<file path="config.mk">
export PLATFORM = sky130hd
export DESIGN_NAME = keypad_scanner
export DESIGN_NICKNAME = d
export VERILOG_FILES = /design/src/rtl/keypad_pkg.sv /design/src/rtl/keypad_scanner_sync2.sv /design/src/rtl/keypad_scanner.sv
export SDC_FILE = /design/constraint.sdc
export NUM_CORES = 1
export LEC_CHECK = 0
export CORE_UTILIZATION = 58
export CTS_BUF_LIST = sky130_fd_sc_hd__clkbuf_16
export DETAILED_ROUTE_END_ITERATION = 16
export MAX_ROUTING_LAYER = met4
export PLACE_DENSITY = 0.82
export SLEW_MARGIN = 20
export SYNTH_ARGS = -nofsm -noshare
export SYNTH_HDL_FRONTEND = slang
export SYNTH_SLANG_ARGS = --single-unit
</file>
<file path="constraint.sdc">
create_clock -name clk -period 3 [get_ports clk]
set_input_delay 0.6 -clock clk [delete_from_list [all_inputs] [get_ports clk]]
set_output_delay 0.6 -clock clk [all_outputs]
set_load 0.1 [all_outputs]
</file>
<file path="src/rtl/keypad_pkg.sv">
// keypad_pkg: shared types, constants and helpers for the 4x4 keypad scanner.
package keypad_pkg;

  // Scanner controller states.
  typedef enum logic [1:0] {
    SCAN     = 2'd0,
    PRESS_DB = 2'd1,
    HELD     = 2'd2,
    REL_DB   = 2'd3
  } state_t;

  // Width of the reported key code: {row[1:0], col[1:0]}.
  localparam int KEY_W = 4;

  // Counter width large enough to hold the largest of the three terminal counts.
  function automatic int cnt_width(input int a, input int b, input int c);
    int m;
    m = a;
    if (b > m) m = b;
    if (c > m) m = c;
    return (m < 1) ? 1 : $clog2(m + 1);
  endfunction

  // Index of the lowest active-low row; rows must not be all ones.
  function automatic logic [1:0] lowest_low(input logic [3:0] rows);
    logic [1:0] r;
    r = 2'd0;
    for (int i = 3; i >= 0; i--) begin
      if (!rows[i]) r = 2'(i);
    end
    return r;
  endfunction

endpackage

</file>
<file path="src/rtl/keypad_scanner_sync2.sv">
// sync2: 4-bit two-flop synchronizer, resets to all ones (no row pulled low).
module sync2 (
  input  logic       clk,
  input  logic       rst_n,
  input  logic [3:0] d,
  output logic [3:0] q
);

  logic [3:0] meta;

  // Two-stage capture of the asynchronous row lines.
  // NOTE: non-blocking assignments make meta and q shift as a true pipeline.
  always_ff @(posedge clk or negedge rst_n) begin
    if (!rst_n) begin
      meta <= 4'b1111;
      q    <= 4'b1111;
    end else begin
      meta <= d;
      q    <= meta;
    end
  end

endmodule

</file>
<file path="src/rtl/keypad_scanner.sv">
// keypad_scanner: drives the 4x4 matrix columns one at a time, debounces press
// and release on the synchronized rows, and reports each key as a code plus a
// one-cycle strobe. Optional macro KEY_REPEAT_EN adds auto-repeat while held.
module keypad_scanner
  import keypad_pkg::*;
#(
  parameter int SCAN_DIV     = 1000,
  parameter int DEBOUNCE_CNT = 100000,
  parameter int REPEAT_CNT   = 5000000
) (
  input  logic             clk,
  input  logic             rst_n,
  output logic [3:0]       BTN_X,
  input  logic [3:0]       BTN_Y,
  output logic [KEY_W-1:0] key_code,
  output logic             key_valid,
  output logic             key_held
);

  localparam int CW = cnt_width(SCAN_DIV, DEBOUNCE_CNT, REPEAT_CNT);
  localparam logic [CW-1:0] DWELL_LAST = CW'(SCAN_DIV - 1);
  localparam logic [CW-1:0] DB_LAST    = CW'(DEBOUNCE_CNT - 1);

  state_t          state, state_n;
  logic [CW-1:0]   cnt, cnt_n;
  logic [1:0]      col, col_n;
  logic [1:0]      row, row_n;
  logic [3:0]      pat, pat_n;
  logic [KEY_W-1:0] code_n;
  logic            valid_n;
  logic            held_n;
  logic [3:0]      ys;

`ifdef KEY_REPEAT_EN
  localparam logic [CW-1:0] RPT_LAST = CW'(REPEAT_CNT - 1);
  logic [CW-1:0]   rpt, rpt_n;
`endif

  // Counters stop at all ones instead of wrapping.
  function automatic logic [CW-1:0] sat_inc(input logic [CW-1:0] v);
    return (&v) ? v : v + 1'b1;
  endfunction

  sync2 u_sync (
    .clk  (clk),
    .rst_n(rst_n),
    .d    (BTN_Y),
    .q    (ys)
  );

  // Exactly one column driven low, selected by the column register.
  assign BTN_X = ~(4'b0001 << col);

  // Next-state and output decode for scan, debounce and hold.
  // NOTE: every target gets a default first, so no branch can infer a latch.
  always_comb begin
    state_n = state;
    cnt_n   = cnt;
    col_n   = col;
    row_n   = row;
    pat_n   = pat;
    code_n  = key_code;
    valid_n = 1'b0;
    held_n  = key_held;
`ifdef KEY_REPEAT_EN
    rpt_n   = rpt;
`endif
    case (state)
      SCAN: begin
        if (cnt >= DWELL_LAST) begin
          cnt_n = '0;
          if (ys != 4'b1111) begin
            state_n = PRESS_DB;
            pat_n   = ys;
            row_n   = lowest_low(ys);
          end else begin
            col_n = col + 2'd1;
          end
        end else begin
          cnt_n = sat_inc(cnt);
        end
      end
      PRESS_DB: begin
        if (ys == pat) begin
          if (cnt >= DB_LAST) begin
            state_n = HELD;
            cnt_n   = '0;
            valid_n = 1'b1;
            code_n  = {row, col};
            held_n  = 1'b1;
`ifdef KEY_REPEAT_EN
            rpt_n   = '0;
`endif
          end else begin
            cnt_n = sat_inc(cnt);
          end
        end else begin
          state_n = SCAN;
          cnt_n   = '0;
          col_n   = col + 2'd1;
        end
      end
      HELD: begin
`ifdef KEY_REPEAT_EN
        if (rpt >= RPT_LAST) begin
          valid_n = 1'b1;
          rpt_n   = '0;
        end else begin
          rpt_n = sat_inc(rpt);
        end
`endif
        if (ys == 4'b1111) begin
          state_n = REL_DB;
          cnt_n   = '0;
        end
      end
      REL_DB: begin
        if (ys == 4'b1111) begin
          if (cnt >= DB_LAST) begin
            state_n = SCAN;
            cnt_n   = '0;
            held_n  = 1'b0;
            col_n   = col + 2'd1;
          end else begin
            cnt_n = sat_inc(cnt);
          end
        end else begin
          state_n = HELD;
        end
      end
      default: state_n = SCAN;
    endcase
  end

  // State and datapath registers.
  always_ff @(posedge clk or negedge rst_n) begin
    if (!rst_n) begin
      state     <= SCAN;
      cnt       <= '0;
      col       <= 2'd0;
      row       <= 2'd0;
      pat       <= 4'b1111;
      key_code  <= '0;
      key_valid <= 1'b0;
      key_held  <= 1'b0;
`ifdef KEY_REPEAT_EN
      rpt       <= '0;
`endif
    end else begin
      state     <= state_n;
      cnt       <= cnt_n;
      col       <= col_n;
      row       <= row_n;
      pat       <= pat_n;
      key_code  <= code_n;
      key_valid <= valid_n;
      key_held  <= held_n;
`ifdef KEY_REPEAT_EN
      rpt       <= rpt_n;
`endif
    end
  end

endmodule
</file>
### Word-level counts from Yosys, hierarchy flattened

Index checks and enable logic that the tools add are counted.

| cells by class | value |
|---|---|
| add/subtract/negate cells | 2 |
| order comparisons | 2 |
| equality and inequality tests | 17 |
| shift operators | 1 |
| multiplexer cells | 33 |
| bitwise gates (word level) | 1 |
| reductions and logical operators | 10 |

Operator list:

| cell | count |
|---|---|
| $mux 23 | 6 |
| $pmux 23 s4 | 1 |
| $mux 2 | 16 |
| $add 23x1->23 const B | 1 |
| $ge 23x10->1 const B | 1 |
| $ge 23x17->1 const B | 1 |
| $reduce_and 23->1 | 1 |
| $ne 2x2->1 const B | 9 |
| $reduce_and 5->1 | 2 |
| $pmux 2 s4 | 1 |
| $mux 1 | 7 |
| $ne 3x3->1 const B | 2 |
| $pmux 2 s3 | 1 |
| $reduce_and 3->1 | 2 |
| $reduce_and 6->1 | 1 |
| $eq 2x2->1 const B | 2 |
| $eq 4x4->1 | 1 |
| $eq 4x4->1 const B | 1 |
| $ne 4x4->1 const B | 1 |
| $not 4->4 | 1 |
| $shl 1x2->4 const A | 1 |
| $reduce_bool 3->1 | 1 |
| $add 2x1->2 const B | 1 |
| $eq 2x1->1 const B | 1 |
| 4 further kinds | 4 |

| storage, ports and cells | value |
|---|---|
| register bits after elaboration | 47 |
| bits of input ports | 6 |
| output and inout bits | 10 |
| word-level logic and storage cells | 76 |

### Longest topological paths before layout

| logic depth | value |
|---|---|
| depth in word-level cells | 5 |
| depth in mapped cells | 9 |
| mapped depth without buffers | 8 |

### Cells and area by module

Synthesis repeated with hierarchy kept, for this count alone.

| second synthesis, totals | value |
|---|---|
| cells, all modules | 226 |
| area total of the unflattened synthesis | 2347.3 sq um |

Modules (own cells, without submodules):

| module | instances | cells each | area each (sq um) | sequential area each (sq um) |
|---|---|---|---|---|
| keypad_scanner | 1 | 218 | 2137.0 | 980.9 |
| sync2 | 1 | 8 | 210.2 | 210.2 |

### Worst setup path after synthesis

No wires, ideal clock.

| timing | value |
|---|---|
| kind | register to register |
| start point | register cnt[14] |
| end point | register col[1] |
| setup time | 0.128 ns |
| arrival | 2.127 ns |
| required time | 2.872 ns |
| setup slack | 0.746 ns |
| cell stages (with the launch flop) | 7 |
| buffers on the path | 0 |
| clock period less this slack | 2.254 ns |
| path through | dfrtp_1 > or4_4 > o311ai_2 > a31oi_2 > nor2_1 > a221o_1 > mux2_1 |

| on the way | value |
|---|---|
| word-level cells in the longest chain between the ends | 3 |
| elaborated cells between the ends (all ways) | 5 |
| those cells by class | 2 x order compare; 2 x eq/ne; 1 x reduce/logical |

RTL lines:

| what | line | RTL |
|---|---|---|
| from (decl) | keypad_scanner.sv:25 | `logic [CW-1:0] cnt, cnt_n;` |
| from (signal assigned) | keypad_scanner.sv:151 | `cnt <= cnt_n;` |
| $ge 23x10->1 or $ge 23x17->1 (tied branches) | keypad_scanner.sv:70, keypad_scanner.sv:119 |  |
| $ne 2x2->1 (no line) | n/a |  |
| $reduce_and 6->1 (no line) (*) | n/a |  |
| to (signal assigned) | keypad_scanner.sv:152 | `col <= col_n;` |
| to (decl) | keypad_scanner.sv:26 | `logic [1:0] col, col_n;` |

Every way passes the cells marked *; elsewhere a longest branch is shown, timed or not.
A chain may end at the register's enable or synchronous reset.

### Worst setup path after layout

| timing | value |
|---|---|
| start point | register state[0] |
| end point | register cnt[11] |

| on the way | value |
|---|---|
| word-level cells in the longest chain between the ends | 3 |
| elaborated cells between the ends (all ways) | 8 |
| those cells by class | 5 x eq/ne; 1 x mux; 2 x reduce/logical |

RTL lines:

| what | line | RTL |
|---|---|---|
| from (decl) | keypad_scanner.sv:24 | `state_t state, state_n;` |
| from (signal assigned) | keypad_scanner.sv:150 | `state <= state_n;` |
| $eq 2x2->1 | keypad_scanner.sv:68 | `case (state)` |
| $ne 2x2->1 (no line) | n/a |  |
| $reduce_and 2->1 (no line) | n/a |  |

Parallel ways exist; a longest one is shown, timed or not.

==> impl_results.md <==
- Slew @ Worst Pin: 977 ps
- Drt first pass iters: 4
- Psw: 0.246 mW
- Vias: 1,724
- Number of buffers and inverters on the critical path: 1
- HP Class: in2async
- Clock sink total: 47
- Vias per cell: 5.92
- Setup Buffers After CTS: 0
- Final Cycle Share: 0.825
- Leakage Power: 1.23 nW
- Net count after synthesis: 238
- Synth top area share: 0.366
- WL per Instance: 16.3 um
- Final Hold Vio Count: 0
- Relative slew slack: 0.349
- Async set-reset flop share out of synthesis: 1.00
- Peak VDD IR: 349 uV
- WP data required: 3170 ps
- R2r setup slk: 530 ps
- Post-DP Area: 0.00256 mm2
- Initial antenna violation count: 0
- WP data arrival: 2650 ps
- Worst Skew: 6.01 ps
- Initial Util: 0.630
- Die H: 66.2 um
- Primary FF master, synth: dfrtp_1
- Unique masters post-synth: 48
- Num CTS Buffers: 5
- Kind of critical path: reg2reg
- Core Box Area: 0.00380 mm2
- CP cell instances: inv_1 > ha_1 > nor2_1 > nor2_1 > a21oi_1 > nand3_1 > xor2_1 > nor2_2
- Sw frac: 0.188
- Critical path's top delay family: compound AO/OA/AOI/OAI gates
- Die W: 66.2 um
- Grt total ovfl: 0
- Final setup fails: 0
- Setup TNS: 0 ps
- Share of cells above drive strength 1: 0.243
- Fmax achieved: 404 MHz
- Setup crit end kind: flop
- Design area: 0.00274 mm2
- Final Max Slew Viols: 0
- Seq/Total Area, Yosys: 0.498
- Largest net degree at the start of global routing: 48
- DRT iter0 DRCs: 113
- Cell area power density: 475 mW/mm2
- Minimum clock period: 2470 ps
- CTS Hold Buffers Added: 0
- FF-to-FF Start: state[0]
- H-tree levels: 2
- Slowest stage delay, CP: 800 ps
- Number of global-route vias before repair: 1,697
- Number of cell rows: 22
- Crit path top cell by count: nor2_1
- Reg-to-Reg End: cnt[11]
- Number of flops mapped to enable cells by yosys: 0
- Yosys top cell by area: dfrtp_1
- Yosys reg bits: 47
- Clock power frac: 0.485
- PostCTS Resize Cnt: 0
- CTS tree: done
- Yosys warnings: 0
- Post-Synthesis Cells: 222
- Synth-to-layout area growth: 14.6%
- Gr usage total: 0.261
- Combinational share of power: 0.017
- CP max-delay cell: a21oi_1
- Clk buf depth: 2
- Clk slew on worst S/H paths: 60 ps
- Outcome: finished, final reports clean
- DIE AREA: 0.00439 mm2
- Nets@finish: 258
- GPL Wtd Cong: 0.930
- RSZ-0062 raised after global routing: false
- Seq pwr share: 0.497
- Skew-Pair Late Insertion Delay: 290 ps
- Synth top area cells: dfrtp_1, dfstp_2, xor2_1, ha_1, mux2_2
- # DRC: 0
- Final HPWL DP: 3100 um
- Root Buffer Master: clkbuf_16
- Internal: 1.06 mW
- Startpoint Class: flop
- PortBufs: 15
- Max_cap viols: 0
- Worst reg-to-reg path cell count: 8
- Ports: 16
- Avg Inst Size Synth: 10.8 um2
- First-pass GRT wire length: 8110 um
- ANT cells: 0
- CP max FO: 12
- Syn Std Cell Area: 0.00239 mm2
- Post-Route Utilization: 0.722
- Total routed wirelength: 4740 um
- DRT antenna net count: 0
registers in the layout, indices dropped and copies added, names as in the netlist:
register     count
pat              4
key_valid        1
u_sync.meta      4
row              2
key_code         4
col              2
key_held         1
u_sync.q         4
cnt             23
state            2
area by class of cell:
| type | count | area (um2) |
|---|---|---|
| clock buffers | 7 | 175 |
| clock inverters | 1 | 3.75 |
| fillers | 272 | 1050 |
| inverters | 17 | 63.8 |
| multi-input cells | 155 | 1120 |
| flip-flops and latches | 47 | 1190 |
| well taps | 48 | 60.1 |
| repair buffers | 16 | 130 |
cell families (layout without fill, tap and decap cells):
family                   count (synthesis)  count (layout)  synth area share
flip-flops                              47              47             0.498
XOR/XNOR                                18              18            0.0659
adder cells (fa/ha/maj)                 10              10            0.0523
multiplexers                            10              10            0.0465
AO/OA/AOI/OAI                           31              31             0.105
AND/OR/NAND/NOR                         86              86             0.198
buffers and inverters                   20              41            0.0345
layer usage:
metal / global-route usage / up-vias / wire length, um
li1: - / 819 / -
met1: 0.334 / 837 / 2170
met2: 0.401 / 59 / 2210
met3: 0.0621 / 9 / 268
met4: 0.104 / 0 / 91
met5: - / - / 0
cell usage in the layout, fill, tap and decap left out, drive strengths merged, types with 7 or more instances in the layout:
| master | netlist | layout |
|---|---|---|
| buf | 1 | 12 |
| clkbuf | 2 | 7 |
| dfrtp | 35 | 35 |
| dfstp | 12 | 12 |
| ha | 10 | 10 |
| inv | 17 | 18 |
| mux2 | 9 | 9 |
| nand2 | 18 | 18 |
| nand4 | 9 | 9 |
| nor2 | 26 | 26 |
| o21ai | 7 | 7 |
| xor2 | 15 | 15 |
worst max-delay path by stage:
stage	start	end	slack, ps	cells past startpoint
floorplan	cnt[14]	col[1]	750	6
global placement	cnt[14]	col[1]	690	6
detailed placement	cnt[14]	col[1]	610	6
CTS	cnt[14]	col[1]	590	6
global route	state[0]	cnt[9]	380	8
finish	state[0]	cnt[11]	530	8
worst reg2reg max path: cells and delay by family (launching register included):
kind	cells	cell delay [ps]
flip-flops	1	380
adder cells (fa/ha/maj)	1	290
XOR/XNOR	1	260
AND/OR/NAND/NOR	4	520
buffers and inverters	1	120
AO/OA/AOI/OAI	1	800
synthesized netlist by cell type, types with 2 or more instances:
library cell	number
o21ai_0	6
nor3_1	3
dfstp_2	12
nand3_1	6
o2111ai_1	2
and3_1	4
nor4_1	5
and4_1	2
dfrtp_1	35
a21boi_0	2
xnor2_1	3
a21oi_1	6
ha_1	10
xor2_1	15
mux2_2	8
and2_1	5
nand4_1	9
inv_1	17
nor2_2	11
clkbuf_1	2
nand2_1	18
nor2_1	15
power groups by stage:
stage                     clock network [mW]  registers, mW  logic (mW)
after floorplan                            0          0.659     0.00402
after global placement                     0          0.659      0.0222
after detailed placement                   0          0.660      0.0228
after CTS                              0.635          0.649      0.0227
after global routing                   0.662          0.650      0.0259
final                                  0.633          0.649      0.0223
stage by stage:
stage	setup slack (ps)	power, mW	hold WS [ps]	cells
2_1_floorplan	746	0.663	304	222
3_3_place_gp	690	0.682	345	283
3_5_place_dp	614	0.683	347	283
4_1_cts	592	1.31	356	291
5_1_grt	375	1.34	360	291
6_report	526	1.30	316	291
(Power assumes the default switching activity.)
